**src/rtl/ext_irq_ctrl.sv**
```systemverilog
// rtl/ext_irq_ctrl.sv - device-side external interrupt controller (ExtIRQ/ExtIAck/ERet)
//
// Collects rising edges on N_SRC asynchronous device lines, latches them as
// sticky pending bits, picks the lowest pending index, and raises ExtIRQ
// toward the core. The selected ID is held through the handler and the
// controller re-arms only after ERet, so a handler is never re-interrupted.
//
// Optional feature macro: EXT_IRQ_CTRL_MASK_EN (adds irq_mask input).
//
// Ports:
//   clk          system clock
//   reset        asynchronous active-low reset
//   irq_in       device interrupt lines, asynchronous, rising edge = request
//   irq_mask     (EXT_IRQ_CTRL_MASK_EN only) per-source enable, 1 = eligible
//   ExtIAck      core acknowledge, high for the cycle the core takes the irq
//   ERet         core exception return, one-cycle pulse
//   ExtIRQ       registered interrupt request to the core
//   irq_id       registered index of the source requested / in service
//   irq_pending  registered sticky pending bits
//   irq_lost     one-cycle pulse: edge arrived on an already pending source
module ext_irq_ctrl #(
  parameter int N_SRC = 4,
  parameter int ID_W  = (N_SRC > 1) ? $clog2(N_SRC) : 1
) (
  input  logic              clk,
  input  logic              reset,
  input  logic [N_SRC-1:0]  irq_in,
`ifdef EXT_IRQ_CTRL_MASK_EN
  input  logic [N_SRC-1:0]  irq_mask,
`endif
  input  logic              ExtIAck,
  input  logic              ERet,
  output logic              ExtIRQ,
  output logic [ID_W-1:0]   irq_id,
  output logic [N_SRC-1:0]  irq_pending,
  output logic              irq_lost
);

  typedef enum logic [1:0] {IDLE, REQ, SERVICE} state_t;

  state_t           state;
  logic [N_SRC-1:0] sync1;
  logic [N_SRC-1:0] sync2;
  logic [N_SRC-1:0] hist;
  logic [N_SRC-1:0] rise;
  logic [N_SRC-1:0] eligible;
  logic [N_SRC-1:0] clr;
  logic [ID_W-1:0]  win_id;
  logic             any_eligible;

  // Two-flop synchronizer followed by a history flop for edge detection.
  always_ff @(posedge clk or negedge reset) begin
    if (!reset) begin
      sync1 <= '0;
      sync2 <= '0;
      hist  <= '0;
    end else begin
      sync1 <= irq_in;
      sync2 <= sync1;
      hist  <= sync2;
    end
  end

  assign rise = sync2 & ~hist;

`ifdef EXT_IRQ_CTRL_MASK_EN
  assign eligible = irq_pending & irq_mask;
`else
  assign eligible = irq_pending;
`endif

  assign any_eligible = |eligible;

  // Fixed priority: scanning from the top down leaves the lowest set index.
  always_comb begin
    win_id = '0;
    for (int i = N_SRC - 1; i >= 0; i--) begin
      if (eligible[i]) win_id = ID_W'(i);
    end
  end

  // Pending bit of the requested source is cleared by the acknowledge.
  always_comb begin
    clr = '0;
    for (int i = 0; i < N_SRC; i++) begin
      if ((state == REQ) && ExtIAck && (irq_id == ID_W'(i))) clr[i] = 1'b1;
    end
  end

  // A new edge in the clearing cycle re-sets the bit (set wins) and is not
  // counted as lost, since the previous request has just been consumed.
  always_ff @(posedge clk or negedge reset) begin
    if (!reset) begin
      irq_pending <= '0;
      irq_lost    <= 1'b0;
    end else begin
      irq_pending <= (irq_pending & ~clr) | rise;
      irq_lost    <= |(rise & irq_pending & ~clr);
    end
  end

  always_ff @(posedge clk or negedge reset) begin
    if (!reset) begin
      state  <= IDLE;
      ExtIRQ <= 1'b0;
      irq_id <= '0;
    end else begin
      case (state)
        IDLE: begin
          if (any_eligible) begin
            state  <= REQ;
            ExtIRQ <= 1'b1;
            irq_id <= win_id;
          end
        end
        REQ: begin
          if (ExtIAck) begin
            state  <= SERVICE;
            ExtIRQ <= 1'b0;
          end
        end
        SERVICE: begin
          if (ERet) state <= IDLE;
        end
        default: begin
          state  <= IDLE;
          ExtIRQ <= 1'b0;
        end
      endcase
    end
  end

endmodule
```
**config.mk**
```make
export PLATFORM = sky130hd
export DESIGN_NAME = ext_irq_ctrl
export DESIGN_NICKNAME = d
export VERILOG_FILES = /design/src/rtl/ext_irq_ctrl.sv
export SDC_FILE = /design/constraint.sdc
export NUM_CORES = 1
export LEC_CHECK = 0
export CAP_MARGIN = 20
export CORE_MARGIN = 1
export CORE_UTILIZATION = 48
export CTS_CLUSTER_DIAMETER = 40
export DETAILED_ROUTE_END_ITERATION = 10
export HOLD_SLACK_MARGIN = 0.08
export PLACE_DENSITY = 0.75
export SLEW_MARGIN = 10
export SYNTH_ARGS = -nofsm -noshare
export SYNTH_HDL_FRONTEND = slang
export SYNTH_SLANG_ARGS = --single-unit
export TNS_END_PERCENT = 20
```
**constraint.sdc**
```tcl
create_clock -name clk -period 1.41 [get_ports clk]
set_input_delay 0.3525 -clock clk [delete_from_list [all_inputs] [get_ports clk]]
set_output_delay 0.3525 -clock clk [all_outputs]
set_load 0.03 [all_outputs]
```
==> reports/results.ini <==
[run_status]
status = finished clean

[critical_path]
path_buf_inv = 1
cp.required_ps = 1060
crit_type = reg2out
cpLargestDelayFamily = buffers and inverters
start_kind = flop
cp_max_fo = 1
path_cells = dlygate4sd2_1
max_stage_delay_ps = 390
r2r_cells = 4
critPathSlowestCell = dlygate4sd2_1
worstSetupPathDepth = 1
cp-end-kind = output port
arrival_ps = 1010
reg2reg_slack_ps = 210

[clock_tree]
clockBufferDepth = 2
postCtsSetupBuffers = 0
cts_tree = built
cts.htree.levels = 1
clock-sinks = 22
path_clk_slew_ps = 100
numCtsBuffers = 3
cts_root_buf = clkbuf_4
clk_latency_ps = 300

[floorplanning]
dieArea_sq_um = 1850
dieHeight_microns = 43.0
core_area_sq_um = 1540
start_util_pct = 52.3
die_x_microns = 43.0
io_pins = 16
num_rows = 14

[hold_path]
hold_path_depth = 0
hold_class = reg2reg

[sta]
finalHoldViolCount = 0
timing.setup.tns_ps = 0
worstMarginPinSlew_ps = 302
slew_headroom_pct = 79.9
period_needed_ps = 1360
fin_ws_ps = 46.2
finalMaxSlewViolations = 0
period_share_pct = 96.7
skew_ps = 6.47
holdWs_ps = 363
fmaxAchievable_mhz = 733
finalSetupViolations = 0
rsz0062_at_grt = false

[synth]
synth_fa_ha_area_share_pct = 0
synth_compound_area_share_pct = 12.3
synth_area_sq_um = 806
synth_top_area_share_pct = 68.3
synth_top_family_by_area = simple AND/OR/NAND/NOR gates
synth-simple-area-share_pct = 16.1
synth_cells = 60
yosysWarningCount = 0
synth-seq-area-share_pct = 68.3
synth_area_per_cell_sq_um = 13.4
synthXorXnorAreaFrac_pct = 0
synth_top_area_cell = dfrtp_1
synth_mux_area_share_pct = 0
synth.area.top_cells = dfrtp_1, nand4bb_4, nand2b_1
synth_seq_cells = 22
yosysUniqueCellTypes = 22
synth_nets = 68

[layout]
nets = 90
areaGrowthSynthToFinish_pct = 23.8
antennaDiodeCount = 0
drive_gt1_share_pct = 30.0
n_fill_cell = 131
fin_area_sq_um = 997
stdcell_count = 96

[detailed_routing]
drc = 0
first_pass_iters = 2
final_antenna_net_count = 0
drt_iter0_drc = 3
num_vias = 504
vias_per_cell = 5.25
wirelength_microns = 1190
wl_per_cell_microns = 12.4

[flow_run]
drv_cap = 0

[pwr]
powerDensity_nw_per_um2 = 2080
leakage_nw = 0.437
ir_worst_vdd_uv = 1110

[global_routing]
antenna_found_initial = 0
grt_pass1_wl_microns = 1950
grt_usage_pct = 14.6
grt_max_degree = 23
grt_pass1_vias = 458
overflow = 0

[placement]
place_inst = 93
dpl_worst_slack_ps = -236
dp.final_hpwl_microns = 903
dpl-instance-area_sq_um = 972
io_buffers = 15
gp_routability_congestion = 0.836

cell usage after synthesis:
library cell / instances
o32a_2: 1
o22a_2: 1
dfrtp_1: 22
nand4bb_4: 1
a21o_1: 1
o21ai_1: 2
nor4_1: 1
o21ai_2: 2
nor2_1: 4
and3b_1: 1
o21ai_0: 2
o21a_1: 1
a21oi_1: 2
nor3b_1: 1
inv_1: 2
buf_6: 1
o221ai_2: 1
nand2b_1: 4
nand2_1: 5
or2_2: 1
buf_4: 1
nor3_1: 3
cells by family (layout without fill, tap and decap cells):
| kind of cell | count (synthesis) | in the layout |
|---|---|---|
| flops | 22 | 22 |
| compound gates | 13 | 13 |
| simple gates | 21 | 21 |
| buf+inv | 4 | 24 |
cell usage in the layout, fill, tap and decap left out, drive strengths merged:
master and instances:
clkdlybuf4s50 7, nor3 3, o21ai 6, nand4bb 1
dlygate4sd2 1, and3b 1, inv 2, a21oi 2
o22a 1, nor3b 1, nor2 4, o221ai 1
buf 10, clkbuf 4, dfrtp 22, o21a 1
nor4 1, nand2b 4, a21o 1, o32a 1
or2 1, nand2 5
power by group:
part / leakage [nW] / internal [mW] / switching (mW)
logic: 0.175 / 0.399 / 0.441
clock network: 0.0138 / 0.0996 / 0.168
registers: 0.249 / 0.782 / 0.187
total: 0.437 / 1.28 / 0.797
flip-flops by register name, summed over array words and instances, names as in the netlist:
signal,count
sync2,4
state,2
irq_pending,4
hist,4
ExtIRQ,1
sync1,4
irq_id,2
irq_lost,1
what timing repair did:
| action | CTS | global route |
|---|---|---|
| setup endpoints to repair | 2 | 2 |
| gates cloned | 0 | 0 |
| gates resized for setup | 2 | 5 |
| hold buffers | 0 | 0 |
layout make-up:
type                    count  area [sq um]  area share, %
clock buffers               3          22.5           2.26
inverters                   2          7.51          0.753
repair buffers             19           159           15.9
flip-flops and latches     22           552           55.3
well taps                  16          20.0           2.01
multi-input cells          34           236           23.7
path summary, 6_finish.rpt:
path | start | to
worst max register to register | state[1] | irq_lost
max in group asynchronous | reset | state[0]
worst min register to register | sync1[2] | sync2[2]
worst max-delay path | irq_lost | irq_lost
worst min-delay path | sync1[2] | sync2[2]
min in group asynchronous | reset | state[1]
per-stage QoR:
stage,utilization (%),power (mW)
finish,64.7,2.08
CTS,64.4,2.08
global route,64.7,2.21
global placement,63.1,1.82
detailed placement,63.1,1.84
floorplan,-,1.52
per-layer routing:
metal / global-route usage, % / vias to the layer above / share of wire, %
met3: 4.26 / 2 / 4.6
met1: 18.8 / 243 / 44
li1: - / 246 / -
met5: 0 / - / 0
met2: 23.3 / 13 / 50
met4: 5.45 / 0 / 1.5
Note: power is estimated with default switching activity, not from simulation.
